## config.mk

```make
export PLATFORM = sky130hd
export DESIGN_NAME = keypad_scanner
export DESIGN_NICKNAME = d
export VERILOG_FILES = /design/src/rtl/keypad_scanner.sv
export SDC_FILE = /design/constraint.sdc
export NUM_CORES = 1
export LEC_CHECK = 0
export ABC_AREA = 1
export BUFFER_PORTS_ARGS = -buffer_cell sky130_fd_sc_hd__buf_2
export CAP_MARGIN = 20
export CORE_MARGIN = 4
export CORE_UTILIZATION = 30
export DETAILED_ROUTE_END_ITERATION = 16
export HOLD_SLACK_MARGIN = 0.05
export PLACE_DENSITY = 0.51
export SKIP_CTS_REPAIR_TIMING = 1
export SYNTH_ARGS = -nofsm -noshare
export SYNTH_HDL_FRONTEND = slang
export SYNTH_SLANG_ARGS = --single-unit
```

## constraint.sdc

```tcl
create_clock -name clk -period 11.7 [get_ports clk]
set_input_delay 1.755 -clock clk [delete_from_list [all_inputs] [get_ports clk]]
set_output_delay 1.755 -clock clk [all_outputs]
set_load 0.1 [all_outputs]
```

## src/rtl/keypad_scanner.sv

```systemverilog
// Row-scanned 4x3 keypad front end: drives one row at a time, samples the columns,
// debounces whole-scan results and emits a one-cycle key strobe with a 4-bit code.
module keypad_scanner #(
    parameter int SCAN_DIV       = 4,
    parameter int DEBOUNCE_SCANS = 2
) (
    input  logic       clk,
    input  logic       rst,
    input  logic [2:0] col_in,
    output logic [3:0] row_out,
    output logic       key_valid,
    output logic [3:0] key_code,
    output logic       key_held,
    output logic       multi_key
);

    localparam int              DW         = (SCAN_DIV > 2) ? $clog2(SCAN_DIV) : 1;
    localparam logic [DW-1:0]   DWELL_LAST = DW'(SCAN_DIV - 1);
    localparam logic [3:0]      DEB_N      = 4'(DEBOUNCE_SCANS);

    typedef enum logic [1:0] {
        IDLE,
        DEB_PRESS,
        PRESSED,
        DEB_RELEASE
    } state_t;

    logic [2:0]    col_p0;
    logic [2:0]    col_p1;
    logic [DW-1:0] dwell_cnt;
    logic [1:0]    row_idx;
    logic [8:0]    scan_acc;
    logic          sample;
    logic          scan_end;
    logic [11:0]   scan_bits;
    logic [3:0]    bit_cnt;
    logic [3:0]    hit_code;
    logic          is_none;
    logic          is_single;
    logic          is_multi;

    state_t        state;
    logic [3:0]    cand;
    logic [3:0]    deb_cnt;

    // Bit index is row*3 + col (both zero-based); row 4 carries star, 0, sharp.
    function automatic logic [3:0] key_map(input logic [3:0] idx);
        logic [3:0] code;
        case (idx)
            4'd0:    code = 4'd1;
            4'd1:    code = 4'd2;
            4'd2:    code = 4'd3;
            4'd3:    code = 4'd4;
            4'd4:    code = 4'd5;
            4'd5:    code = 4'd6;
            4'd6:    code = 4'd7;
            4'd7:    code = 4'd8;
            4'd8:    code = 4'd9;
            4'd9:    code = 4'd10;
            4'd10:   code = 4'd0;
            4'd11:   code = 4'd11;
            default: code = 4'd0;
        endcase
        return code;
    endfunction

    assign sample    = (dwell_cnt == DWELL_LAST);
    assign scan_end  = sample && (row_idx == 2'd3);
    // Row 4 is judged straight from the synchronizer on its own sample cycle.
    assign scan_bits = {col_p1, scan_acc};

    always_comb begin
        bit_cnt  = 4'd0;
        hit_code = 4'd0;
        for (int i = 0; i < 12; i++) begin
            if (scan_bits[i]) begin
                bit_cnt  = bit_cnt + 4'd1;
                hit_code = key_map(4'(i));
            end
        end
    end

    assign is_none   = (bit_cnt == 4'd0);
    assign is_single = (bit_cnt == 4'd1);
    assign is_multi  = (bit_cnt > 4'd1);

    always_ff @(posedge clk or posedge rst) begin
        if (rst) begin
            col_p0    <= '0;
            col_p1    <= '0;
            dwell_cnt <= '0;
            row_idx   <= 2'd0;
            row_out   <= 4'b0001;
            scan_acc  <= '0;
        end else begin
            col_p0 <= col_in;
            col_p1 <= col_p0;
            if (sample) begin
                dwell_cnt <= '0;
                row_idx   <= row_idx + 2'd1;
                row_out   <= {row_out[2:0], row_out[3]};
                case (row_idx)
                    2'd0:    scan_acc[2:0] <= col_p1;
                    2'd1:    scan_acc[5:3] <= col_p1;
                    2'd2:    scan_acc[8:6] <= col_p1;
                    default: scan_acc      <= '0;
                endcase
            end else begin
                dwell_cnt <= dwell_cnt + DW'(1);
            end
        end
    end

    always_ff @(posedge clk or posedge rst) begin
        if (rst) begin
            state     <= IDLE;
            cand      <= 4'd0;
            deb_cnt   <= 4'd0;
            key_valid <= 1'b0;
            key_code  <= 4'd0;
            key_held  <= 1'b0;
            multi_key <= 1'b0;
        end else begin
            key_valid <= 1'b0;
            multi_key <= 1'b0;
            if (scan_end) begin
                multi_key <= is_multi;
                case (state)
                    IDLE: begin
                        if (is_single) begin
                            cand    <= hit_code;
                            deb_cnt <= 4'd1;
                            if (DEB_N == 4'd1) begin
                                state     <= PRESSED;
                                key_code  <= hit_code;
                                key_valid <= 1'b1;
                                key_held  <= 1'b1;
                            end else begin
                                state <= DEB_PRESS;
                            end
                        end
                    end
                    DEB_PRESS: begin
                        if (is_single && (hit_code == cand)) begin
                            if (deb_cnt + 4'd1 == DEB_N) begin
                                state     <= PRESSED;
                                key_code  <= cand;
                                key_valid <= 1'b1;
                                key_held  <= 1'b1;
                            end else begin
                                deb_cnt <= deb_cnt + 4'd1;
                            end
                        end else if (is_single) begin
                            cand    <= hit_code;
                            deb_cnt <= 4'd1;
                        end else begin
                            state <= IDLE;
                        end
                    end
                    PRESSED: begin
                        // Extra keys while held are ignored; only a clean release re-arms.
                        if (is_none) begin
                            if (DEB_N == 4'd1) begin
                                state    <= IDLE;
                                key_held <= 1'b0;
                            end else begin
                                state   <= DEB_RELEASE;
                                deb_cnt <= 4'd1;
                            end
                        end
                    end
                    DEB_RELEASE: begin
                        if (is_none) begin
                            if (deb_cnt + 4'd1 == DEB_N) begin
                                state    <= IDLE;
                                key_held <= 1'b0;
                            end else begin
                                deb_cnt <= deb_cnt + 4'd1;
                            end
                        end else begin
                            state <= PRESSED;
                        end
                    end
                    default: state <= IDLE;
                endcase
            end
        end
    end

endmodule

```

==> impl_metrics.json <==
{
  "clkTransAtPathRegs_ns": 0.08,
  "dp_hpwl_um": 4630,
  "final_util": 0.347,
  "place_ws_ns": 5.23,
  "rsz0062_at_grt": "false",
  "die_area_um2": 11500,
  "reg2reg_depth": 43,
  "synth_enable_flop_cells": 0,
  "antenna_found_initial": 0,
  "clock-skew-final_ns": 0.00981,
  "dr.pass1.iters": 4,
  "syn2layout_area_growth_pct": 10.5,
  "yosysMostFrequentCell": "nand2_1",
  "synth_commonest_cells": "nand2_1 (143), inv_1 (57), nand3_1 (44)",
  "grt_max_degree": 41,
  "wl_per_cell_um": 10.0,
  "cp.required_ns": 11.88,
  "start_kind": "flop",
  "fin_area_um2": 3270,
  "synth.avg_cell_area_um2": 6.85,
  "cpMostUsedCell": "nand2_1",
  "synthMuxAreaShare": 0,
  "reg2reg_setup_slack_ns": 5.21,
  "endpoint_kind": "flop",
  "min_to": "col_p1[0]$_DFF_PP0_",
  "async_reset_ff_frac": 1.00,
  "ir_drop_mv": 0.0842,
  "die_x_um": 107,
  "cellPowerDensity_nw_per_um2": 90.4,
  "synth-compound-area-share": 0.0748,
  "synth_area_leaders": "dfrtp_1 (33%), nand2_1 (18%), ha_1 (8.0%)",
  "placed_cells": 572,
  "clock.fmax_mhz": 154,
  "min_from": "col_p0[0]$_DFF_PP0_",
  "fin_cells": 580,
  "finalSetupTns_ns": 0,
  "vias": 2538,
  "die_height_um": 107,
  "post_synth_xor_area_fraction": 0.0237,
  "hold_depth": 0,
  "drc": 0,
  "worst_slack_ns": 5.21,
  "hold_violations": 0,
  "slowest_delay_ns": 0.38,
  "grt_pass1_wl_um": 10700,
  "grt_usage": 0.110,
  "post_synth_fa_ha_maj_area_fraction": 0.0803,
  "placementRows": 35,
  "cpMaxStageDelayCell": "dfrtp_1",
  "grt_pass1_vias": 2388,
  "ys_ff_latch": 40,
  "gp_congestion": 0.815,
  "clk_path_buf_depth": 2,
  "grt_overflow": 0,
  "worst_slew_margin_rel": 0.644,
  "drive_above_1_share": 0.135,
  "vias_per_cell": 4.38,
  "synth_top_area_cell": "dfrtp_1",
  "fin_crit_sh": 0.555,
  "place_area_um2": 3190,
  "synth_simple_gate_area_frac": 0.396,
  "status": "completed",
  "final-setup-viol-count": 0,
  "p_leak_nw": 1.90,
  "cts_max_level": 2,
  "seq_area_frac_synth": 0.339,
  "start_util": 0.314,
  "io_buffers": 15,
  "syn_nets": 456,
  "diodes": 0,
  "layout_min_cycle_time_ns": 6.49,
  "cp.arrival_ns": 6.67,
  "critPathKind": "flop to flop",
  "synthCells": 432,
  "worst-slew-pin-transition_ns": 0.530,
  "hold_class": "flop to flop",
  "synth_top_family_by_area": "simple AND/OR/NAND/NOR gates",
  "cp_max_fo": 9,
  "wl_um": 5820,
  "coreArea_um2": 9420,
  "yosysUniqueCellTypes": 30,
  "cts.sinks": 40,
  "synthFlopType": "dfrtp_1",
  "timing.rr.start": "scan_acc[0]$_DFFE_PP0P_",
  "io_pins": 16,
  "slew_violations": 0,
  "cts_tree": "yes",
  "synth_top_area_share": 0.330,
  "nets": 474,
  "drtAntennaViolNets": 0,
  "yosysWarningCount": 0,
  "drv_cap": 0,
  "initialDrtViolationCount": 97,
  "synthesis.area_um2": 2960,
  "root_buffer": "clkbuf_8",
  "cts_made_buffers": 5,
  "clk_latency_ns": 0.29,
  "reg2reg_to": "key_code[1]$_DFFE_PP0P_"
}
-- metrics by stage --
step | power [mW] | hold slack [ns]
2_1_floorplan | 0.196 | 0.331
5_1_grt | 0.315 | 0.364
6_report | 0.296 | 0.348
3_5_place_dp | 0.208 | 0.335
3_3_place_gp | 0.208 | 0.336
4_1_cts | 0.300 | 0.349
-- state kept, by name, summed over array words and instances (netlist names), 3 cells and up --
name,count
col_p0,3
key_code,4
col_p1,3
scan_acc,9
deb_cnt,4
cand,4
row_out,4
-- worst max-delay path: cells and delay by family (launching register included) --
kind | cells | cell delay [ns]
buffers and inverters | 6 | 0.39
and+or+nand+nor | 26 | 2.74
DFF | 1 | 0.38
adders and majority gates | 10 | 2.79
AOI/OAI and AO/OA | 1 | 0.09
-- worst max path at each step --
stage	from	to	slack, ns	cells past startpoint
6_report	scan_acc[0]$_DFFE_PP0P_	key_code[1]$_DFFE_PP0P_	5.21	43
5_1_grt	scan_acc[0]$_DFFE_PP0P_	key_code[3]$_DFFE_PP0P_	4.67	43
4_1_cts	scan_acc[0]$_DFFE_PP0P_	key_code[1]$_DFFE_PP0P_	5.18	43
3_5_place_dp	scan_acc[0]$_DFFE_PP0P_	key_code[0]$_DFFE_PP0P_	5.23	43
3_3_place_gp	scan_acc[0]$_DFFE_PP0P_	key_code[0]$_DFFE_PP0P_	5.42	43
2_1_floorplan	scan_acc[0]$_DFFE_PP0P_	key_code[0]$_DFFE_PP0P_	5.71	43
-- routing by layer --
metal,vias up,routed length [um],track usage
met3,5,112,0.0144
li1,1396,-,-
met1,1106,3110,0.158
met4,0,73,0.0298
met5,-,0,0
met2,31,2520,0.176
-- layout by cell type (no fill, tap or decap), types with 2 or more instances in the layout --
cell type and count:
inv_1 57, nand2_1 143, nand2_2 15, nor2_8 2, inv_2 6, nor2_1 28, buf_2 15, o21ai_0 18
clkbuf_8 5, nor3_1 3, or2_2 4, ha_1 19, nand3_2 6, xor2_1 5, a21oi_1 16, o21ai_1 6
nand3_1 44, dfrtp_1 39, nand4_1 2, xnor2_1 3
-- report_power, final --
group	switching [mW]	total (mW)	internal [mW]
registers	0.0104	0.156	0.146
clock network	0.0486	0.0903	0.0417
logic	0.0327	0.0493	0.0165
-- logic make-up after synthesis --
family,after synthesis
and+or+nand+nor,254
AOI/OAI and AO/OA,43
xor gates and xnor gates,8
DFF,40
adders and majority gates,19
buffers and inverters,68
-- final cells by class --
class / count / area, um^2
sequential: 40 / 1000
timing repair buffer: 16 / 82.6
clock buffer: 6 / 72.6
multi-input combinational: 324 / 1700
tap: 129 / 161
inverter: 63 / 236
fill: 988 / 6140
clock inverter: 2 / 12.5
Note: power is estimated with default switching activity, not from simulation.
